===== src/rtl/reg_bank_pkg.sv =====
// Shared definitions for the register-bank execution stage: command codes,
// FSM state encoding, register-file geometry and the reset-value rule.
package reg_bank_pkg;

  localparam int unsigned NumRegs      = 8;
  localparam int unsigned RegAddrW     = 3;
  localparam int unsigned CmdW         = 4;
  localparam int unsigned DefaultWidth = 32;

  localparam logic [CmdW-1:0] CmdAdd = 4'b0000;
  localparam logic [CmdW-1:0] CmdSub = 4'b0001;
  localparam logic [CmdW-1:0] CmdAnd = 4'b0010;
  localparam logic [CmdW-1:0] CmdOr  = 4'b0011;
  localparam logic [CmdW-1:0] CmdXor = 4'b0100;
  localparam logic [CmdW-1:0] CmdNot = 4'b0101;
  localparam logic [CmdW-1:0] CmdSll = 4'b1010;
  localparam logic [CmdW-1:0] CmdSrl = 4'b1011;
  localparam logic [CmdW-1:0] CmdSra = 4'b1100;
  localparam logic [CmdW-1:0] CmdSlt = 4'b1101;

  typedef enum logic [1:0] {
    StIdle,
    StRead,
    StExec,
    StWb
  } state_e;

  // Any code outside the defined set executes as a NOP: no result, no writeback.
  function automatic logic is_nop(input logic [CmdW-1:0] cmd);
    case (cmd)
      CmdAdd, CmdSub, CmdAnd, CmdOr, CmdXor,
      CmdNot, CmdSll, CmdSrl, CmdSra, CmdSlt: is_nop = 1'b0;
      default:                                is_nop = 1'b1;
    endcase
  endfunction

  function automatic int unsigned reset_value(input int unsigned idx);
    return idx;
  endfunction

endpackage


===== src/rtl/reg_bank_exec_if.sv =====
// Instruction/debug bus between the decoder (master) and reg_bank_exec (slave).
interface reg_bank_exec_if #(
  parameter int unsigned WIDTH = 32
);

  logic             start;
  logic [2:0]       A;
  logic [2:0]       B;
  logic [2:0]       Z;
  logic [3:0]       command;
  logic             busy;
  logic             done;
  logic [WIDTH-1:0] result;
  logic [2:0]       dbg_addr;
  logic [WIDTH-1:0] dbg_data;
  logic             flag_z;
  logic             flag_c;
  logic             flag_v;

  modport master (
    output start, A, B, Z, command, dbg_addr,
    input  busy, done, result, dbg_data, flag_z, flag_c, flag_v
  );

  modport slave (
    input  start, A, B, Z, command, dbg_addr,
    output busy, done, result, dbg_data, flag_z, flag_c, flag_v
  );

endinterface


===== src/rtl/reg_bank_alu.sv =====
// Purely combinational ALU for reg_bank_exec; carry/overflow are only
// meaningful for ADD and SUB.
module reg_bank_alu
  import reg_bank_pkg::*;
#(
  parameter int unsigned WIDTH = DefaultWidth
) (
  input  logic [WIDTH-1:0] i_op_a,
  input  logic [WIDTH-1:0] i_op_b,
  input  logic [CmdW-1:0]  i_command,
  output logic [WIDTH-1:0] o_result,
  output logic             o_carry,
  output logic             o_overflow
);

  logic [WIDTH:0]   w_sum;
  logic [WIDTH:0]   w_diff;
  logic [4:0]       w_shamt;
  logic             w_oversh;
  logic             w_sign_a;
  logic             w_sign_b;

  always_comb begin
    w_sum    = {1'b0, i_op_a} + {1'b0, i_op_b};
    w_diff   = {1'b0, i_op_a} - {1'b0, i_op_b};
    w_shamt  = i_op_b[4:0];
    w_oversh = (32'(w_shamt) >= WIDTH);
    w_sign_a = i_op_a[WIDTH-1];
    w_sign_b = i_op_b[WIDTH-1];

    o_result   = '0;
    o_carry    = 1'b0;
    o_overflow = 1'b0;

    case (i_command)
      CmdAdd: begin
        o_result   = w_sum[WIDTH-1:0];
        o_carry    = w_sum[WIDTH];
        o_overflow = (w_sign_a == w_sign_b) && (w_sum[WIDTH-1] != w_sign_a);
      end
      CmdSub: begin
        o_result   = w_diff[WIDTH-1:0];
        // No borrow out means A >= B unsigned.
        o_carry    = ~w_diff[WIDTH];
        o_overflow = (w_sign_a != w_sign_b) && (w_diff[WIDTH-1] != w_sign_a);
      end
      CmdAnd:  o_result = i_op_a & i_op_b;
      CmdOr:   o_result = i_op_a | i_op_b;
      CmdXor:  o_result = i_op_a ^ i_op_b;
      CmdNot:  o_result = ~i_op_a;
      CmdSll:  o_result = w_oversh ? '0 : (i_op_a << w_shamt);
      CmdSrl:  o_result = w_oversh ? '0 : (i_op_a >> w_shamt);
      CmdSra:  o_result = w_oversh ? {WIDTH{w_sign_a}} : WIDTH'($signed(i_op_a) >>> w_shamt);
      CmdSlt:  o_result[0] = ($signed(i_op_a) < $signed(i_op_b));
      default: o_result = '0;
    endcase
  end

endmodule


===== src/rtl/reg_bank_exec.sv =====
// Register-bank execution stage: 8-entry register file, four-state
// READ/EXEC/WB sequencer and debug read port. Optional flags: REG_BANK_FLAGS_EN.
module reg_bank_exec
  import reg_bank_pkg::*;
#(
  parameter int unsigned WIDTH = DefaultWidth
) (
  input logic            clk,
  input logic            rst,
  reg_bank_exec_if.slave bus
);

  state_e                r_state;
  state_e                w_state_d;
  logic                  w_busy;
  logic                  w_done;
  logic [RegAddrW-1:0]   r_a;
  logic [RegAddrW-1:0]   r_b;
  logic [RegAddrW-1:0]   r_z;
  logic [CmdW-1:0]       r_cmd;
  logic [WIDTH-1:0]      r_op_a;
  logic [WIDTH-1:0]      r_op_b;
  logic [WIDTH-1:0]      r_result;
  logic [WIDTH-1:0]      r_regs [NumRegs];
  logic [WIDTH-1:0]      w_alu_result;
  logic                  w_carry;
  logic                  w_overflow;

  reg_bank_alu #(
    .WIDTH (WIDTH)
  ) u_alu (
    .i_op_a     (r_op_a),
    .i_op_b     (r_op_b),
    .i_command  (r_cmd),
    .o_result   (w_alu_result),
    .o_carry    (w_carry),
    .o_overflow (w_overflow)
  );

  always_comb begin
    w_state_d = r_state;
    w_busy    = 1'b1;
    w_done    = 1'b0;
    unique case (r_state)
      StIdle: begin
        w_busy = 1'b0;
        if (bus.start) w_state_d = StRead;
      end
      StRead: w_state_d = StExec;
      StExec: w_state_d = StWb;
      StWb: begin
        w_done    = 1'b1;
        w_state_d = StIdle;
      end
    endcase
  end

  always_ff @(posedge clk) begin
    if (rst) begin
      r_state  <= StIdle;
      r_a      <= '0;
      r_b      <= '0;
      r_z      <= '0;
      r_cmd    <= '0;
      r_op_a   <= '0;
      r_op_b   <= '0;
      r_result <= '0;
      for (int unsigned k = 0; k < NumRegs; k++) begin
        r_regs[k] <= WIDTH'(reset_value(k));
      end
    end else begin
      r_state <= w_state_d;
      if (r_state == StIdle && bus.start) begin
        r_a   <= bus.A;
        r_b   <= bus.B;
        r_z   <= bus.Z;
        r_cmd <= bus.command;
      end
      // Operands are captured before writeback, so Z may alias A or B.
      if (r_state == StRead) begin
        r_op_a <= r_regs[r_a];
        r_op_b <= r_regs[r_b];
      end
      if (r_state == StExec && !is_nop(r_cmd)) begin
        r_result <= w_alu_result;
      end
      if (r_state == StWb && !is_nop(r_cmd)) begin
        r_regs[r_z] <= r_result;
      end
    end
  end

`ifdef REG_BANK_FLAGS_EN
  logic r_flag_z;
  logic r_flag_c;
  logic r_flag_v;

  always_ff @(posedge clk) begin
    if (rst) begin
      r_flag_z <= 1'b0;
      r_flag_c <= 1'b0;
      r_flag_v <= 1'b0;
    end else if (r_state == StExec && !is_nop(r_cmd)) begin
      r_flag_z <= (w_alu_result == '0);
      if (r_cmd == CmdAdd || r_cmd == CmdSub) begin
        r_flag_c <= w_carry;
        r_flag_v <= w_overflow;
      end
    end
  end

  assign bus.flag_z = r_flag_z;
  assign bus.flag_c = r_flag_c;
  assign bus.flag_v = r_flag_v;
`else
  // Flags disabled: ports tied low; the ALU status bits fold away.
  assign bus.flag_z = 1'b0;
  assign bus.flag_c = w_carry & 1'b0;
  assign bus.flag_v = w_overflow & 1'b0;
`endif

  assign bus.busy     = w_busy;
  assign bus.done     = w_done;
  assign bus.result   = r_result;
  assign bus.dbg_data = r_regs[bus.dbg_addr];

endmodule


===== src/flat_wrapper.sv =====
// flat-port wrapper written by rule: the top's interface ports become plain ports
module reg_bank_exec_flat import reg_bank_pkg::*;
#(
  parameter int unsigned WIDTH = DefaultWidth
)
  (clk, rst, bus_start, bus_A, bus_B, bus_Z, bus_command, bus_dbg_addr, bus_busy, bus_done, bus_result, bus_dbg_data, bus_flag_z, bus_flag_c, bus_flag_v);
  reg_bank_exec_if #(.WIDTH(WIDTH)) bus_i ();
  input logic clk;
  input logic rst;
  input wire logic [$bits(bus_i.start)-1:0] bus_start;
  input wire logic [$bits(bus_i.A)-1:0] bus_A;
  input wire logic [$bits(bus_i.B)-1:0] bus_B;
  input wire logic [$bits(bus_i.Z)-1:0] bus_Z;
  input wire logic [$bits(bus_i.command)-1:0] bus_command;
  input wire logic [$bits(bus_i.dbg_addr)-1:0] bus_dbg_addr;
  output wire logic [$bits(bus_i.busy)-1:0] bus_busy;
  output wire logic [$bits(bus_i.done)-1:0] bus_done;
  output wire logic [$bits(bus_i.result)-1:0] bus_result;
  output wire logic [$bits(bus_i.dbg_data)-1:0] bus_dbg_data;
  output wire logic [$bits(bus_i.flag_z)-1:0] bus_flag_z;
  output wire logic [$bits(bus_i.flag_c)-1:0] bus_flag_c;
  output wire logic [$bits(bus_i.flag_v)-1:0] bus_flag_v;
  assign bus_i.start = bus_start;
  assign bus_i.A = bus_A;
  assign bus_i.B = bus_B;
  assign bus_i.Z = bus_Z;
  assign bus_i.command = bus_command;
  assign bus_i.dbg_addr = bus_dbg_addr;
  assign bus_busy = bus_i.busy;
  assign bus_done = bus_i.done;
  assign bus_result = bus_i.result;
  assign bus_dbg_data = bus_i.dbg_data;
  assign bus_flag_z = bus_i.flag_z;
  assign bus_flag_c = bus_i.flag_c;
  assign bus_flag_v = bus_i.flag_v;
  reg_bank_exec #(.WIDTH(WIDTH)) u_core (.clk(clk), .rst(rst), .bus(bus_i));
endmodule

===== config.mk =====
export PLATFORM = sky130hd
export DESIGN_NAME = reg_bank_exec_flat
export DESIGN_NICKNAME = d
export VERILOG_FILES = /design/src/rtl/reg_bank_pkg.sv /design/src/rtl/reg_bank_exec_if.sv /design/src/rtl/reg_bank_alu.sv /design/src/rtl/reg_bank_exec.sv /design/src/flat_wrapper.sv
export SDC_FILE = /design/constraint.sdc
export NUM_CORES = 1
export LEC_CHECK = 0
export CAP_MARGIN = 20
export CORE_MARGIN = 8
export CORE_UTILIZATION = 55
export DETAILED_ROUTE_END_ITERATION = 6
export GPL_TIMING_DRIVEN = 0
export PLACE_DENSITY = 0.82
export SLEW_MARGIN = 30
export SYNTH_ARGS = -nofsm -noshare
export SYNTH_HDL_FRONTEND = slang
export SYNTH_HIERARCHICAL = 1
export SYNTH_SLANG_ARGS = --single-unit

===== constraint.sdc =====
create_clock -name clk -period 10 [get_ports clk]
set_input_delay 1 -clock clk [delete_from_list [all_inputs] [get_ports clk]]
set_output_delay 1 -clock clk [all_outputs]
set_load 0.05 [all_outputs]

==> results_dict.tcl, run 1 <==
set metrics [dict create \
    drt_iter0_drc 4446 \
    wire_per_inst_um 34.39 \
    min_from "u_core/r_z[2]$_SDFFE_PP0N_" \
    rsz0062_at_grt "no" \
    p_leak_nw 11.20 \
    power_density_mw_per_mm2 296.0 \
    h-tree-depth 1 \
    drv_slew 0 \
    fillerInstances 4218 \
    grt_pass1_wl_mm 182.8 \
    placeableCoreArea_mm2 0.05213 \
    r2r.worst_path.cells 16 \
    ctsHoldBuffers 0 \
    hold_class "register to register" \
    p_switching_mw 4.996 \
    hold_violations 0 \
    place_hpwl_mm 97.88 \
    cts.path.max_buffers 3 \
    dieArea_mm2 0.05992 \
    register_area_mm2 0.009930 \
    cts_tree "yes" \
    drv_cap 0 \
    final_nets 3146 \
    fin_setup_tns_ns 0 \
    die_height_um 244.8 \
    fin_crit_sh_pct 66.22 \
    synthCells 2895 \
    clock_skew_ns 0.01364 \
    sw_frac_of_total_pct 53.30 \
    post_cts_resized 0 \
    port_buffers 81 \
    first_pass_iters 7 \
    dieWidth_um 244.8 \
    multiInputGateArea_mm2 0.01735 \
    timing.rr.end "u_core/bus.result[29]$_SDFFE_PP0P_" \
    met2_usage_pct 68.38 \
    r2r-start "u_core/r_op_b[2]$_SDFFE_PP0N_" \
    grt_pass1_vias 26660 \
    cts-root-buf "clkbuf_16" \
    whs_endpoint "u_core/r_z[2]$_SDFFE_PP0N_" \
    routed_via_density 7.408 \
    top_usage_layer "met2" \
    status "finished with violations" \
    layout-drive-gt1-share_pct 12.74 \
    pwr-share-clk_pct 12.7 \
    routed_wl_mm 128.2 \
    power.share.combinational_pct 62.8 \
    mostFrequentLayoutCell "edfxtp_1" \
    crit_type "register to register" \
    final_cell_mix "256 x edfxtp_1, 250 x and2_1, 226 x nand2_1" \
    required_ns 10.41 \
    path_cells "buf_2 -> inv_1 -> buf_1 -> buf_1 -> buf_2 -> ha_1 -> inv_1 -> o31ai_1 -> a22oi_1 -> nor4_1 -> nor3_1 -> a211o_1 -> nand3b_1 -> a32o_1 -> nand2_1 -> a21oi_1" \
    vias 27620 \
    grt_start_max_net_pins 33 \
    end_kind "register" \
    hold_depth 2 \
    grt_use_met1_pct 46.36 \
    gp_congestion 1.066 \
    crit_arrival_ns 7.03 \
    cts_setup_buffers 0 \
    synth_warnings 6 \
    start_util_pct 55.22 \
    violations "DRC" \
    clkLatencyLatePin_ns 0.58 \
    antenna_found_initial 7 \
    fin_total_pwr_mw 9.374 \
    num_rows 84 \
    ir_worst_vdd_v 0.0001999 \
    p_int_mw 4.377 \
    gr-usage-met3_pct 9.130 \
    slowest_stage "nor4_1" \
    finalSetupViolations 0 \
    grt_usage_pct 41.09 \
    clock-sinks 368 \
    slew-limit-headroom_pct 29.60 \
    ant_nets 0 \
    period_needed_ns 6.622 \
    area_growth_pct 10.01 \
    crit_fanout 11 \
    rrSetupSlack_ns 3.38 \
    cts_buffers 29 \
    tightestPinTransition_ns 1.056 \
    avgSynthCellArea_um2 9.944 \
    io_pins 88 \
    start_kind "register" \
    drcViolationCount 9 \
    netlist_area_mm2 0.02879 \
    grt_overflow 0 \
    worst_path_largest_cell_delay_ns 0.82 \
    clk_pin_slew_ns 0.07 \
    design_area_mm2 0.03167 \
    pwr-share-seq_pct 24.6 \
    place_area_mm2 0.03066 \
    fmax_mhz 151.0 \
]
==> power groups by stage <==
stage	registers (mW)	clock network, mW	logic, mW
2_1_floorplan	2.16	0	3.57
4_1_cts	2.26	1.18	5.61
3_3_place_gp	2.27	0	5.53
3_5_place_dp	2.29	0	5.57
5_1_grt	2.31	1.24	6.09
6_report	2.30	1.19	5.88
==> state kept, by name (all words and copies together), names as in the netlist, named ones only <==
signal and flops:
u_core/bus.result 32, u_core/r_a 3, u_core/r_b 3, u_core/r_cmd 4
u_core/r_op_a 32, u_core/r_op_b 32, u_core/r_regs 256, u_core/r_state 2
u_core/r_z 3
==> final cells by class <==
type	instances	share of cell area [%]
plain buffers	250	3.686
well taps	688	2.718
diodes	3	0.02370
repair buffers	89	3.161
clock inverters	20	0.6637
flip-flops and latches	368	31.35
multi-input cells	2175	54.77
clock buffers	32	2.390
inverters	104	1.233
==> metrics by stage <==
stage                     setup WS (ns)  cells  hold slack (ns)  util [%]
after floorplan                   6.118   2897           0.4444         -
after global placement            3.806   3666           0.4537     58.44
after detailed placement          3.826   3673           0.4818     58.81
after CTS                         3.789   3725           0.4923     60.67
after global routing              3.408   3726           0.5083     60.74
final                             3.378   3729           0.5008     60.75
==> critical path, delay by kind of cell (launching register included) <==
kind            cells  cell delay (ns)
flops               1             0.54
buf+inv             6             2.45
fa+ha+maj           1             0.29
compound gates      5             1.74
simple gates        4             1.39
==> worst max path at each step <==
stage	from	endpoint	slack (ns)	cells after the start
4_1_cts	u_core/r_op_b[2]$_SDFFE_PP0N_	u_core/bus.result[29]$_SDFFE_PP0P_	3.79	16
5_1_grt	u_core/r_op_b[2]$_SDFFE_PP0N_	u_core/bus.result[30]$_SDFFE_PP0P_	3.41	16
3_5_place_dp	u_core/r_op_b[2]$_SDFFE_PP0N_	u_core/bus.result[29]$_SDFFE_PP0P_	3.83	16
6_report	u_core/r_op_b[2]$_SDFFE_PP0N_	u_core/bus.result[29]$_SDFFE_PP0P_	3.38	16
3_3_place_gp	u_core/r_op_b[2]$_SDFFE_PP0N_	u_core/bus.result[30]$_SDFFE_PP0P_	3.81	16
2_1_floorplan	u_core/r_op_b[2]$_SDFFE_PP0N_	u_core/bus.result[29]$_SDFFE_PP0P_	6.12	16
==> metal layers <==
metal / routed length [um] / vias up
li1: - / 11190
met2: 58960 / 2569
met4: 12080 / 8
met1: 41680 / 13140
met3: 15440 / 708
met5: 68 / -
Note: power is estimated with default switching activity, not from simulation.
==> run 2: changes to the inputs <==
Clock period 10 ns to 6.9 ns, I/O delays scaled along.
==> results of run 2 <==
The final DEF is identical to that of run 1. Status: finished with violations: DRC.
Among the figures that moved: setup slack after placement 3.826 ns -> 0.7264 ns; setup slack after layout 3.378 ns -> 0.2776 ns; register-to-register setup slack 3.38 ns -> 0.28 ns; total power 9.374 mW -> 13.58 mW; worst IR drop on VDD 0.0001999 V -> 0.0002898 V
